File: config.mk
export PLATFORM = sky130hd
export DESIGN_NAME = exec_dispatch
export DESIGN_NICKNAME = d
export VERILOG_FILES = /design/src/rtl/exec_dispatch.sv
export SDC_FILE = /design/constraint.sdc
export NUM_CORES = 1
export LEC_CHECK = 0
export CORE_AREA = 5 5 295 297
export DETAILED_ROUTE_END_ITERATION = 8
export DIE_AREA = 0 0 300 302
export GPL_TIMING_DRIVEN = 0
export PLACE_DENSITY = 0.73
export SLEW_MARGIN = 20
export SYNTH_ARGS = -nofsm -noshare
export SYNTH_HDL_FRONTEND = slang
export SYNTH_SLANG_ARGS = --single-unit
File: constraint.sdc
create_clock -name clk -period 6.3 [get_ports clk]
set_input_delay 0.63 -clock clk [delete_from_list [all_inputs] [get_ports clk]]
set_output_delay 0.63 -clock clk [all_outputs]
set_load 0.05 [all_outputs]
File: src/rtl/exec_dispatch.sv
// exec_dispatch: routes decoded instrs to functional units by opcode with per-unit credits, buffers unit results in per-unit FIFOs and drains them round-robin onto one backpressurable result port.
// Ports: clk/rst (sync, active-low), flush; in_valid/in_ready/in_op/in_data from decode;
// fu_valid/fu_ready/fu_data/fu_flush issue side; fu_res_valid/fu_res_data unit results;
// out_valid/out_ready/out_data/out_unit result port.
// Optional EXEC_DISPATCH_STATS_EN adds stat_issued/stat_stall_fu/stat_stall_out counters.
module exec_dispatch #(
  parameter int NUM_UNITS = 4,
  parameter int OP_W      = 5,
  parameter int INSTR_W   = 128,
  parameter int RESULT_W  = 96,
  parameter int RES_DEPTH = 2,
  parameter logic [NUM_UNITS*(2**OP_W)-1:0] UNIT_OP_MAP = '1
) (
  input  logic                              clk,
  input  logic                              rst,
  input  logic                              flush,
  input  logic                              in_valid,
  output logic                              in_ready,
  input  logic [OP_W-1:0]                   in_op,
  input  logic [INSTR_W-1:0]                in_data,
  output logic [NUM_UNITS-1:0]              fu_valid,
  input  logic [NUM_UNITS-1:0]              fu_ready,
  output logic [INSTR_W-1:0]                fu_data,
  output logic                              fu_flush,
  input  logic [NUM_UNITS-1:0]              fu_res_valid,
  input  logic [NUM_UNITS*RESULT_W-1:0]     fu_res_data,
  output logic                              out_valid,
  input  logic                              out_ready,
  output logic [RESULT_W-1:0]               out_data,
`ifdef EXEC_DISPATCH_STATS_EN
  output logic [31:0]                       stat_issued,
  output logic [31:0]                       stat_stall_fu,
  output logic [31:0]                       stat_stall_out,
`endif
  output logic [$clog2(NUM_UNITS)-1:0]      out_unit
);
  localparam int UW  = $clog2(NUM_UNITS);
  localparam int CW  = $clog2(RES_DEPTH + 1);
  localparam int PW  = RES_DEPTH > 1 ? $clog2(RES_DEPTH) : 1;
  localparam int NOP = 2 ** OP_W;
  localparam logic [NUM_UNITS-1:0] ONE = {{(NUM_UNITS-1){1'b0}}, 1'b1};
  logic [UW-1:0] sel, gnt, gnt_q, rr;
  logic hold, pop_en;
  logic [CW-1:0] cnt [NUM_UNITS];
  logic [CW-1:0] occ [NUM_UNITS];
  logic [PW-1:0] rp [NUM_UNITS];
  logic [PW-1:0] wp [NUM_UNITS];
  logic [RESULT_W-1:0] mem [NUM_UNITS][RES_DEPTH];
  logic [NUM_UNITS-1:0] cand, push, pop;
  always_comb begin
    sel = '0;
    for (int u = NUM_UNITS - 1; u >= 0; u--)
      if (UNIT_OP_MAP[u*NOP + int'(in_op)]) sel = UW'(u);
  end
  assign in_ready = rst & fu_ready[sel] & (cnt[sel] < CW'(RES_DEPTH)) & ~flush;
  assign fu_valid = (in_valid && in_ready) ? ONE << sel : '0;
  assign fu_data  = in_data;
  always_comb begin
    for (int u = 0; u < NUM_UNITS; u++) cand[u] = occ[u] != '0;
  end
  // A stalled grant stays latched so a newcomer closer to rr cannot steal the port.
  always_comb begin
    gnt = gnt_q;
    if (!hold)
      for (int i = NUM_UNITS - 1; i >= 0; i--)
        if (cand[(int'(rr) + i) % NUM_UNITS]) gnt = UW'((int'(rr) + i) % NUM_UNITS);
  end
  assign out_valid = rst & |cand;
  assign out_data  = mem[gnt][rp[gnt]];
  assign out_unit  = gnt;
  assign pop_en    = out_valid & out_ready & ~flush;
  assign pop       = pop_en ? ONE << gnt : '0;
  assign push      = fu_res_valid & {NUM_UNITS{~flush}};
  always_ff @(posedge clk) begin
    if (!rst || flush) begin
      for (int u = 0; u < NUM_UNITS; u++) begin
        cnt[u] <= '0;
        occ[u] <= '0;
        rp[u]  <= '0;
        wp[u]  <= '0;
      end
      hold  <= 1'b0;
      gnt_q <= '0;
    end else begin
      for (int u = 0; u < NUM_UNITS; u++) begin
        cnt[u] <= cnt[u] + CW'(fu_valid[u]) - CW'(pop[u]);
        occ[u] <= occ[u] + CW'(push[u]) - CW'(pop[u]);
        if (push[u]) wp[u] <= wp[u] == PW'(RES_DEPTH - 1) ? '0 : wp[u] + 1'b1;
        if (pop[u]) rp[u] <= rp[u] == PW'(RES_DEPTH - 1) ? '0 : rp[u] + 1'b1;
      end
      hold  <= out_valid & ~out_ready;
      gnt_q <= gnt;
    end
  end
  always_ff @(posedge clk) begin
    for (int u = 0; u < NUM_UNITS; u++)
      if (push[u]) mem[u][wp[u]] <= fu_res_data[u*RESULT_W +: RESULT_W];
  end
  always_ff @(posedge clk) begin
    if (!rst) rr <= '0;
    else if (pop_en) rr <= gnt == UW'(NUM_UNITS - 1) ? '0 : gnt + 1'b1;
    fu_flush <= rst & flush;
  end
  // Credits bound occupancy, so a push into a full FIFO without a same-cycle pop is a unit bug.
  always_ff @(posedge clk) begin
    if (rst && !flush)
      for (int u = 0; u < NUM_UNITS; u++)
        assert (!(push[u] && !pop[u] && occ[u] == CW'(RES_DEPTH)));
  end
`ifdef EXEC_DISPATCH_STATS_EN
  always_ff @(posedge clk) begin
    if (!rst) begin
      stat_issued    <= '0;
      stat_stall_fu  <= '0;
      stat_stall_out <= '0;
    end else begin
      if (|fu_valid) stat_issued <= stat_issued + 1'b1;
      if (in_valid && !in_ready && !flush) stat_stall_fu <= stat_stall_fu + 1'b1;
      if (out_valid && !out_ready) stat_stall_out <= stat_stall_out + 1'b1;
    end
  end
`endif
endmodule
# Word level (Yosys, flattened, before mapping)
# Memory sizes are Yosys's and may differ from the RTL's.
# Cells that the tools add are included.
# Widths: inputs -> output; s select.
# op_classes
n_eq_ne,1
shift,2
muxes,98
n_reduce_logical,15
n_addsub,31
n_lt_le_gt_ge,19
bitwise_logic,35
# ops
op,n
$mux 192,4
$mux 96,7
$demux 96 s1,4
$mux 1,58
$mux 2,18
$add 2x1->2,8
$add 7x5->8 const A,2
$lt 8x8->1 const B,2
$or 1x1->1,16
$sub 2x1->2,8
$lt 3x4->1 const B,3
$bmux 1 s2,5
$ge 2x2->1 const B,5
$not 1->2,5
$add 1x1->1 const B,8
$and 1x1->1,8
$lt 2x1->1 const B,4
$lt 5x8->1 const B,1
$lt 7x8->1 const B,1
$mux 4,2
$reduce_bool 2->1,4
$shl 1x2->4 const A,2
$add 6x5->7 const A,1
$lt 2x3->1 const B,2
other kinds (12),23
# totals
mem_count,9
register_bits,6
wordCells,214
romBits,416
mem_bits_rw,792
# mem_list
name,words,word_bits,read_ports,rd_clocked_by_memory_dff,wr,line_no,source
mem,4,192,1,0,4,48,logic [RESULT_W-1:0] mem [NUM_UNITS][RES_DEPTH];
(no name shown),128,1,1,0,0,53,if (UNIT_OP_MAP[u*NOP + int'(in_op)]) sel = UW'(u);
(no name shown),128,1,1,0,0,53,
(no name shown),128,1,1,0,0,53,
(no name shown),32,1,1,0,0,53,
cnt,4,2,5,0,4,44,logic [CW-1:0] cnt [NUM_UNITS];
3 more memories,--,--,--,--,--,--,

# Longest topological paths before layout
# Gate-level depths: netlist of the first run.
# depth
ltp_word,18
depth_mapped,16
depth_no_buf,12

# Worst setup path before layout of the first run
# No wires, ideal clock.
# synth_path
kind,input to register
from,in fu_res_valid[0]
to,mem wp[0] (netlist name) (data pin)
arrival_ps,5490
setup_ps,163
setup_slack_ps,647
path_stages,3
path_buffers,0
path_cell_list,nor2b_1 -> nor2b_1 -> and2_1
# synth_rtl
element,line_no,source
start: declaration,25,"input logic [NUM_UNITS-1:0] fu_res_valid,"
end: declaration,47,logic [PW-1:0] wp [NUM_UNITS];

==> impl_metrics.yaml, run 1 <==
logic_synthesis:
  synth-edff-count: 776
  synth_ff_type: "edfxtp_1"
  synth_cell_types: 49
  syn_area_per_cell_um2: 18.1
  synth.largest_area_cell: "edfxtp_1"
  synth_common_cells: "776 x edfxtp_1, 576 x mux2i_1, 135 x buf_4"
  synth_area_um2: 32800
  netlist_instances: 1813
  synth_seq_cells: 792
  yosys.cell_count.top_type: "edfxtp_1"
  synth_top_cell_area_share_pct: 71.1
  synthArstFlopShare_pct: 0
  ys_warn_count: 0
  ys_seq_area_share_pct: 72.1
  synth_area_leaders: "edfxtp_1 71%, mux2i_1 18%, mux2_2 3.3%"
run:
  cap_viol_max_count: 0
power:
  leakagePower_nw: 15.9
  p_comb_share_pct: 17.7
  clock_power_share_pct: 36.5
  p_switching_mw: 3.44
  finalPower_mw: 13.1
  switching_share_pct: 26.2
  seqPwrFrac_pct: 45.8
  ir_drop_mv: 0.256
  intPower_mw: 9.70
  p_per_area_nw_per_um2: 299
setup_path:
  cpPeakStageDelay_ns: 0.87
  cp.required_ns: 5.67
  slowest_stage: "clkdlybuf4s50_1"
  cp-start-kind: "flip-flop"
  end_kind: "primary output"
  path_class: "flip-flop to primary output"
  arrival_ns: 4.76
  cp_max_fo: 10
  worstPathCellList: "buf_6, or2_1, a2111o_1, o211ai_1, and2_1, buf_4, buf_2, mux2i_1, mux2_2, clkdlybuf4s50_1"
sta:
  maxSlewViolCount: 0
  skew_ns: 0.0298
  slew_headroom_pct: 24.3
  rsz0062_at_grt: "no"
  layout_min_cycle_time_ns: 5.39
  post-route-period-util_pct: 85.6
  hold_violations: 0
  setup_violations: 0
  fmax_mhz: 185
  whs_ns: 0.566
  tightest_slew_ns: 1.14
final_layout:
  stdcell_area_um2: 43900
  n_fill_cell: 6754
  drive_above_1_share_pct: 15.7
  fin_util_pct: 52.0
  area_growth_pct: 33.9
  layout.nets: 3086
clock_tree:
  cts_setup_buffers: 0
  cts.sinks: 792
  cts_tree: "done"
  path_clk_slew_ns: 0.06
  ctsResizeCount: 0
  clock_path_buffers: 3
  ctsHoldBuffers: 0
  clock_latency_ns: 0.63
  numCtsBuffers: 82
  cts_root_buf: "clkbuf_16"
  htree_levels: 3
global_route:
  antenna_found_initial: 75
  grt_max_degree: 45
  grt_pass1_wl_mm: 145
  gr-total-overflow: 0
  grt_pass1_vias: 20400
  track_usage_pct: 22.4
route:
  drt-initial-drc-count: 1426
  wl_per_cell_um: 28.1
  routed_wl_mm: 106
  detail_route.first_pass.iterations: 5
  ant_nets: 0
  remaining_drc_errors: 0
  vias_per_cell: 5.13
  vias: 19300
placement:
  hpwl_mm: 80.7
  portBuffers: 623
  dpl_cell_area_um2: 41100
  gp_congestion: 1.01
run_status:
  status: "completed"
floorplanning:
  dieArea_um2: 90600
  fp-row-count: 107
  fp.dieW_um: 300
  die_y_um: 302
  coreArea_um2: 84300
  num_io_pins: 763
  start_util_pct: 38.8
min_path:
  worstHoldPathType: "flip-flop to flip-flop"
state kept, by name (all words and copies together) (netlist names):
| register | count |
|---|---|
| wp | 4 |
| rr | 2 |
| occ | 8 |
| gnt_q | 2 |
| cnt | 2 |
| rp | 4 |
| hold | 1 |
| fu_flush | 1 |
| mem | 768 |
cell families (layout without fill, tap and decap cells):
family / count (synthesis) / in the layout / synth area share, %
AOI/OAI and AO/OA: 26 / 26 / 0.657
xor gates and xnor gates: 10 / 10 / 0.267
adders and majority gates: 6 / 6 / 0.229
buffers and inverters: 222 / 1025 / 4.44
DFF: 792 / 792 / 72.1
muxes: 673 / 673 / 20.9
other: 1 / 55 / 0.0114
and+or+nand+nor: 83 / 83 / 1.36
cell type report:
class                      instances  area [um2]  share of cell area, %
inverter                           7        26.3                 0.0599
tap                             1090        1360                   3.11
timing repair buffer             651        6890                   15.7
multi-input combinational        801        7730                   17.6
clock inverter                    50         534                   1.22
clock buffer                     102        2150                   4.89
antenna                           52         130                  0.297
sequential                       792       23600                   53.8
buffer                           215        1430                   3.26
layer usage:
layer	track usage, %	up-vias	part of all wire, %
li1	-	8444	-
met1	23.2	9632	34
met2	40.6	916	53
met3	6.46	260	8.0
met4	12.5	26	5.1
met5	0	-	0.17
worst paths after layout:
check | from | end | slack [ns] | cells after the start
hold reg to reg | occ[1][0] | occ[1][1] | 0.57 | 1
hold / removal | occ[1][0] | occ[1][1] | 0.57 | 1
setup reg to reg | occ[3][0] | cnt[0][1] | 2.88 | 16
setup / recovery | occ[3][0] | out_data[10] | 0.91 | 10
worst max-delay path, delay by kind of cell (launching register included):
kind,cells,cell delay [ns]
buffers and inverters,4,1.81
multiplexers,2,1.11
AO/OA/AOI/OAI,2,0.49
AND/OR/NAND/NOR,2,0.40
flip-flops,1,0.31
stage by stage:
stage               worst slack (ns)  instances  setup TNS (ns)
finish                         0.905       3760               0
global route                   0.701       3744               0
CTS                            0.748       3708               0
detailed placement              1.46       3556               0
global placement               -4.23       3528        -1621.49
floorplan                      0.647       1815               0
placed cells by master, fill, tap and decap left out, types with 16 or more instances in the layout:
cell	n
mux2_2	97
clkinv_1	23
dfxtp_1	16
clkbuf_1	64
diode_2	52
buf_4	135
clkdlybuf4s50_1	623
edfxtp_1	776
mux2i_1	576
clkbuf_16	82
nor2_1	16
power by group through the flow:
stage | Sequential (mW) | Clock [mW] | Combinational [mW]
finish | 6.02 | 4.79 | 2.32
global route | 6.03 | 5.13 | 2.41
CTS | 6.02 | 4.89 | 2.34
detailed placement | 6.13 | 0 | 2.33
global placement | 6.17 | 0 | 2.25
floorplan | 6.14 | 0 | 1.33
Note: power is estimated with default switching activity, not from simulation.
==> run 2, diff against run 1 <==
--- a/config.mk
+++ b/config.mk
@@ -12,2 +12,3 @@
 export PLACE_DENSITY = 0.73
+export REMOVE_ABC_BUFFERS = 1
 export SLEW_MARGIN = 20
--- a/constraint.sdc
+++ b/constraint.sdc
@@ -3,2 +3,2 @@
 set_output_delay 0.63 -clock clk [all_outputs]
-set_load 0.05 [all_outputs]
+set_load 0.1 [all_outputs]
==> run 2 against run 1 <==
  * Register-to-register slack got worse by 0.32 ns
  * Wire length rose by 9.0%
  * Clock power is 3% higher
  * Core utilization is 2.3 points lower
  * Critical endpoint is now out_data[62]
  * Largest cell class unchanged
  * Highest routed layer unchanged
==> impl_metrics.yaml, run 2 (synthesis gave the netlist of run 1 again) <==
min_path:
  worstHoldPathType: "primary input to flip-flop"
  worstHoldStart: "fu_res_data[190]"
  worstHoldPathCells: 1
  min_to: "mem[1][190]"
route:
  ant_nets: 0
  wl_per_cell_um: 33.6
  detail_route.first_pass.iterations: 6
  remaining_drc_errors: 0
  vias: 18700
  routed_wl_mm: 115
  vias_per_cell: 5.47
  drt-initial-drc-count: 1941
setup_path:
  worstPathCellList: "nand2_1, a2111o_1, o211ai_1, and2_4, buf_16, buf_16, buf_12, mux2i_1, mux2_2, clkdlybuf4s50_1"
  crit_path_frequent_cell: "buf_16"
  cp_top_family: "buffers and inverters"
  end_kind: "primary output"
  cpPeakStageDelay_ns: 1.15
  crit_buf_inv: 4
  cp_max_fo: 38
  cp.required_ns: 5.67
  slowest_stage: "clkdlybuf4s50_1"
  path_class: "flip-flop to primary output"
  r2r-end: "occ[1][1]"
  reg2reg_slack_ns: 2.56
  r2r-start: "rr[1]"
  reg2reg_depth: 12
  arrival_ns: 5.08
  cp-start-kind: "flip-flop"
floorplanning:
  dieArea_um2: 90600
  coreArea_um2: 84300
  num_io_pins: 763
  fp-row-count: 107
  start_util_pct: 38.8
  die_y_um: 302
  fp.dieW_um: 300
final_layout:
  layout.nets: 2791
  largest_reg_flops: 768
  drive_above_1_share_pct: 13.3
  n_fill_cell: 6809
  layout_commonest_cell: "edfxtp_1"
  layout_common_cells: "776 x edfxtp_1, 576 x mux2i_1, 492 x clkdlybuf4s50_1"
  area_growth_pct: 28.0
power:
  clock_power_share_pct: 36.7
  switching_share_pct: 27.6
  p_per_area_nw_per_um2: 320
  p_switching_mw: 3.71
  p_comb_share_pct: 18.3
  finalPower_mw: 13.4
  ir_drop_mv: 0.348
  intPower_mw: 9.71
  seqPwrFrac_pct: 44.9
  leakagePower_nw: 15.0
sta:
  post-route-period-util_pct: 90.7
  tightest_slew_ns: 1.15
  fin_setup_tns_ns: 0
  fin_ws_ns: 0.586
  rsz0062_at_grt: "no"
  skew_ns: 0.0414
  hold_violations: 0
  layout_min_cycle_time_ns: 5.71
  maxSlewViolCount: 0
  fmax_mhz: 175
  setup_violations: 0
  slew_headroom_pct: 22.9
clock_tree:
  clock_latency_ns: 0.63
  cts.sinks: 792
  ctsHoldBuffers: 0
  path_clk_slew_ns: 0.06
  clock_path_buffers: 3
  cts_root_buf: "clkbuf_16"
  cts_tree: "done"
  ctsResizeCount: 0
  cts_setup_buffers: 0
  numCtsBuffers: 82
  htree_levels: 3
global_route:
  track_usage_pct: 24.5
  grt_max_degree: 51
  grt_pass1_wl_mm: 154
  gr-total-overflow: 0
  antenna_found_initial: 15
  grt_pass1_vias: 19100
placement:
  hpwl_mm: 85.1
  portBuffers: 495
  preCtsSetupSlack_ns: 1.27
  gp_congestion: 0.828
run:
  cap_viol_max_count: 0
run_status:
  status: "completed"
## run 2: cell types whose count changed in the layout (fill, tap and decap cells not counted), moves of 8 or more
cell	change
buf_2	-10
buf_6	-12
buf_4	-135
clkbuf_1	-50
buf_8	+36
diode_2	-41
clkinv_2	+8
clkdlybuf4s50_1	-131
## run 2: cell type report
class	instances	area [um2]	share of cell area, %
well taps	1090	1360	3.25
clock inverters	53	559	1.33
multi-input cells	801	7740	18.5
clock buffers	99	2180	5.20
repair buffers	571	6410	15.3
diodes	11	27.5	0.0656
inverters	7	33.8	0.0806
flip-flops and latches	792	23600	56.3
## run 2: worst register-to-register path, delay by kind of cell, from the launching register on
family,cells,cell delay [ns]
AOI/OAI and AO/OA,3,0.78
DFF,1,0.64
adders and majority gates,1,0.21
and+or+nand+nor,4,1.19
xor gates and xnor gates,2,0.37
buffers and inverters,2,0.47
## run 2: how the worst max path moves through the flow
stage,startpoint,to,slack [ns],cells past startpoint
4_1_cts,rr[1],out_data[62],0.59,10
2_1_floorplan,rr[1],occ[1][1],-5.17,12
6_report,rr[1],out_data[62],0.59,10
3_3_place_gp,rr[1],out_data[48],-10.01,7
5_1_grt,rr[1],out_data[71],0.40,10
3_5_place_dp,rr[1],out_data[62],1.27,10
## run 2: per-layer routing
| layer | track usage (%) | vias to the layer above | share of wire (%) |
|---|---|---|---|
| li1 | - | 7805 | - |
| met1 | 26.7 | 9423 | 34 |
| met2 | 35.0 | 1296 | 42 |
| met3 | 19.8 | 193 | 19 |
| met4 | 7.63 | 22 | 3.2 |
| met5 | 14.1 | - | 1.6 |
## run 2: stage by stage
| step | cell area, um2 | cells | utilization [%] | hold WS, ns |
|---|---|---|---|---|
| after floorplan | 31300 | 1600 | - | 0.497 |
| after global placement | 37700 | 3185 | 44.6 | 0.518 |
| after CTS | 41900 | 3413 | 49.7 | 0.542 |
| final | 41900 | 3424 | 49.7 | 0.580 |
| after detailed placement | 39200 | 3261 | 46.4 | 0.566 |
| after global routing | 41900 | 3424 | 49.7 | 0.548 |
## run 2: power by group through the flow
stage | clock (mW) | combinational, mW | sequential, mW
global placement | 0 | 2.51 | 6.25
floorplan | 0 | 1.65 | 6.19
detailed placement | 0 | 2.45 | 6.14
finish | 4.93 | 2.46 | 6.03
global route | 5.23 | 2.54 | 6.04
CTS | 5.01 | 2.46 | 6.03
==> run 3, diff against run 2 <==
Settings changed: MAX_ROUTING_LAYER from default to met4.
==> run 3 against run 2 <==
  * Worst hold slack got worse by 0.00078 ns
  * Cell count barely moved
  * Wire length rose by 0.54%
  * Core utilization barely moved
  * Count of clock-buffer cells in the layout did not move
  * Non-clock buffer count did not move
  * Die area did not move
  * Sequential power barely moved
  * Combinational power barely moved
  * Critical path type unchanged
  * Sequential share of layout area barely moved
  * Clock skew rose by 0.0033 ns
  * Final area barely moved
==> impl_metrics.yaml, run 3 (synthesis gave the netlist of run 1 again) <==
clock_tree:
  numCtsBuffers: 82
  cts_root_buf: "clkbuf_16"
  clock_latency_ns: 0.63
  cts_tree: "done"
  htree_levels: 3
  ctsHoldBuffers: 0
  cts.sinks: 792
  ctsResizeCount: 0
  clock_path_buffers: 3
  cts_setup_buffers: 0
  path_clk_slew_ns: 0.06
min_path:
  worstHoldPathType: "primary input to flip-flop"
  worstHoldPathCells: 1
power:
  p_per_area_nw_per_um2: 320
  leakagePower_nw: 15.0
  ir_drop_mv: 0.349
  finalPower_mw: 13.4
setup_path:
  path_class: "flip-flop to primary output"
  arrival_ns: 5.10
  reg2reg_slack_ns: 2.55
  reg2reg_depth: 12
  cp-start-kind: "flip-flop"
  r2r-end: "occ[1][1]"
  worstSetupEndpoint: "out_data[62]"
  end_kind: "primary output"
  r2r-start: "rr[1]"
  cp.required_ns: 5.67
  cp-startpoint: "rr[1]"
  cp_max_fo: 38
sta:
  layout_min_cycle_time_ns: 5.73
  setup_violations: 0
  tightest_slew_ns: 1.19
  fmax_mhz: 175
  rsz0062_at_grt: "no"
  post-route-period-util_pct: 90.9
  maxSlewViolCount: 0
  whs_ns: 0.579
  slew_headroom_pct: 20.6
  skew_ns: 0.0447
  hold_violations: 0
placement:
  gp_congestion: 0.841
  portBuffers: 495
  hpwl_mm: 85.1
run:
  cap_viol_max_count: 0
global_route:
  gr-total-overflow: 0
  grt_pass1_vias: 19100
  grt_pass1_wl_mm: 155
  track_usage_pct: 25.3
  antenna_found_initial: 14
  grt_max_degree: 51
route:
  vias: 18900
  drt-initial-drc-count: 1993
  wl_per_cell_um: 33.8
  ant_nets: 0
  detail_route.first_pass.iterations: 8
  vias_per_cell: 5.53
  remaining_drc_errors: 0
  routed_wl_mm: 116
floorplanning:
  num_io_pins: 763
  coreArea_um2: 84300
  dieArea_um2: 90600
  fp.dieW_um: 300
  fp-row-count: 107
  die_y_um: 302
  start_util_pct: 38.8
final_layout:
  largest_reg_flops: 768
  layout.nets: 2791
  layout_commonest_cell: "edfxtp_1"
  n_fill_cell: 6811
  area_growth_pct: 28.0
  layout_common_cells: "776 x edfxtp_1, 576 x mux2i_1, 493 x clkdlybuf4s50_1"
  drive_above_1_share_pct: 13.3
run_status:
  status: "completed"
run 3: changes by cell type in the layout (fill, tap and decap cells not counted):
cell             delta
buf_2               -1
diode_2             +2
clkdlybuf4s50_1     +1
run 3: worst min-delay path by stage:
stage	start	endpoint	slack (ns)
after floorplan	occ[1][0]	occ[1][1]	0.50
after global placement	occ[1][0]	occ[1][1]	0.52
after detailed placement	occ[1][0]	occ[1][1]	0.57
after CTS	fu_res_data[35]	mem[0][131]	0.54
after global routing	fu_res_data[0]	mem[0][96]	0.55
final	fu_res_data[133]	mem[1][37]	0.58
run 3: where the power goes:
group          internal [mW]  total (mW)  switching, mW
Clock                   2.89        4.94           2.05
Combinational          0.840        2.46           1.62
Sequential              5.98        6.03         0.0501
Total                   9.71        13.4           3.72
run 3: layout make-up:
class / count / area (um2) / area share (%)
inverters: 7 / 33.8 / 0.0805
diodes: 13 / 32.5 / 0.0776
repair buffers: 571 / 6410 / 15.3
clock inverters: 53 / 559 / 1.33
flip-flops and latches: 792 / 23600 / 56.3
clock buffers: 99 / 2180 / 5.20
well taps: 1090 / 1360 / 3.25
multi-input cells: 801 / 7740 / 18.4
run 3: metrics by stage:
step | setup TNS (ns) | instances | area (um2) | util, % | setup slack, ns
floorplan | -346.59 | 1600 | 31300 | - | -5.17
global placement | -2715.65 | 3185 | 37700 | 44.6 | -10.01
detailed placement | 0 | 3261 | 39200 | 46.4 | 1.27
CTS | 0 | 3413 | 41900 | 49.7 | 0.588
global route | 0 | 3425 | 41900 | 49.7 | 0.386
finish | 0 | 3426 | 41900 | 49.7 | 0.573
run 3: critical path: stages, from the launching register on:
cell and delay (ns):
dfxtp_1 0.65, nand2_1 0.11, a2111o_1 0.44, o211ai_1 0.11
and2_4 0.53, buf_16 0.32, buf_16 0.29, buf_12 0.28
mux2i_1 0.26, mux2_2 0.19, clkdlybuf4s50_1 1.15
run 3: routing by layer:
layer	up-vias	routed length [um]	track usage [%]
met2	1436	49100	35.5
met1	9464	39800	27.4
met3	233	22900	20.8
li1	7808	-	-
met4	0	3800	7.21
met5	-	0	-
==> patch: new RTL, config.mk and constraints of run 2 <==
`NUM_UNITS`: 4 -> 2.
--- a/src/rtl/exec_dispatch.sv
+++ b/src/rtl/exec_dispatch.sv
@@ -6,3 +6,3 @@
 module exec_dispatch #(
-  parameter int NUM_UNITS = 4,
+  parameter int NUM_UNITS = 2,
   parameter int OP_W      = 5,
Ports: changed (5 resized); port bits go from 763 to 564. The function was not compared with the original's and may differ.
==> patch against run 2 <==
Die area stayed put; routed wire length is 45% lower; final area is 48% lower; fmax is 21% higher; sequential power is 50% lower; worst setup slack better by 990 ps; total power is 51% lower; synthesized area is 51% lower; sequential cell count is 394 lower; critical endpoint is now out_data[7].
==> patch: results (changes against run 2) <==
metric;value;unit;change
status;finished, final reports clean;;
hold_class;flip-flop to flip-flop;;
crit_fanout;24;;-37%
grt_pass1_vias;9750;;-49%
dp_hpwl;47440;um;-44%
path_delay_family;buffers and inverters;;
cts-resized-gates;0;;unchanged
routed_wl;63570;um;-45%
drt-pass1-iter-count;5;;-1
ir_drop;0.2296;mV;-34%
cp_slowest_stage_delay;980;ps;-170 ps
first_iter_violations;874;;-55%
gr-usage-all-layers;13.24;%;-11 points
clock_path_buffers;3;;unchanged
diodes;0;;-11
gp_congestion;0.7322;;-12%
antenna_found_initial;3;;-12
drive_gt1_share;8.868;%;-4.5 points
cp.arrival;4090;ps;-990 ps
clk_latency;570;ps;-60 ps
synth_area_leaders;edfxtp_1, buf_4, mux2i_1;;
num_vias;9908;;-47%
htreeDepth;2;;-1
nets;1570;;-44%
cts_made_buffers;43;;-48%
grt_max_degree;46;;-9.8%
grt_pass1_wl;82610;um;-46%
tightest_slew;1068;ps;-84.11 ps
fillers;8552;;+26%
synth.distinct_cells;29;;-41%
post_cts_buffers;0;;unchanged
synth-seq-area-share;73.19;%;+1.1 points
avgSynthCellArea;15.78;sq um;-13%
ys_top_cells_by_count;edfxtp_1, buf_4, nor2b_1;;
min_path_cells;2;;+1
synth_edf_count;388;;-50%
port_buffers;300;;-39%
leakagePower;6.866;nW;-54%
routed_via_density;4.211;;-23%
skew;24.34;ps;-17.10 ps
dp_cells;2276;;-30%
largest_register_ffs;384;;-50%
## patch: changes by cell type after synthesis, sizes merged, moves of 92 or more
cell,run 2,this run
edfxtp,776,388
nor2b,9,101
a211oi,1,96
a21oi,3,96
mux2i,576,96
mux2,97,0
## patch: report_power, final
| part | switching, mW | internal, mW | total [mW] |
|---|---|---|---|
| Combinational | 0.812 | 0.359 | 1.17 |
| Clock | 1.03 | 1.37 | 2.40 |
| Sequential | 0.0255 | 3.01 | 3.03 |
| Total | 1.86 | 4.74 | 6.60 |
## patch: metrics by stage
stage / worst slack [ps] / TNS, ps / area (sq um) / util [%] / power (mW)
floorplan: -1816 / -182090 / 15000 / - / 3.827
CTS: 1521 / 0 / 21610 / 25.62 / 6.688
global route: 1429 / 0 / 21610 / 25.62 / 6.830
detailed placement: 2144 / 0 / 20280 / 24.04 / 4.265
finish: 1580 / 0 / 21610 / 25.62 / 6.603
global placement: -5431 / -1102290 / 19370 / 22.96 / 4.233
## patch: tightest hold or removal path, stage by stage, from the launching register on
cell	delay, ps
dfxtp_1	320
nand3_1	80
nand2_1	60
## patch: worst paths after layout
path                            slack, ps                 start                   end
worst max-delay path                 1580   rp[1]$_SDFFCE_PP0P_           out_data[7]
worst min-delay path                  510       rr$_SDFFE_PN0N_       rr$_SDFFE_PN0N_
worst max register to register       3690  occ[0][3]$_SDFF_PN0_  cnt[0][1]$_SDFF_PN0_
worst min register to register        510       rr$_SDFFE_PN0N_       rr$_SDFFE_PN0N_
## patch: area by class of cell
type | instances | area share, %
Inverter | 7 | 0.1216
Sequential cell | 398 | 54.85
Clock buffer | 57 | 5.322
Multi-Input combinational cell | 437 | 14.59
Timing Repair Buffer | 344 | 17.96
Clock inverter | 20 | 0.8339
Tap cell | 1090 | 6.312
## patch: logic make-up (layout without fill, tap and decap cells)
| group | after synthesis | in the layout | synth area share [%] |
|---|---|---|---|
| other | 1 | 1 | 0.02316 |
| buffers and inverters | 191 | 428 | 7.534 |
| flip-flops | 398 | 398 | 73.19 |
| XOR/XNOR | 6 | 6 | 0.3246 |
| AND/OR/NAND/NOR | 130 | 130 | 4.837 |
| AO/OA/AOI/OAI | 199 | 199 | 7.773 |
| multiplexers | 96 | 96 | 5.934 |
| adder cells (fa/ha/maj) | 5 | 5 | 0.3863 |
## patch: per-layer routing
metal | vias to the layer above | global-route usage [%] | share of wire [%]
li1 | 4188 | - | -
met1 | 4758 | 14.51 | 36
met2 | 831 | 16.55 | 37
met3 | 115 | 13.57 | 22
met4 | 16 | 3.528 | 2.7
met5 | - | 10.16 | 2.0
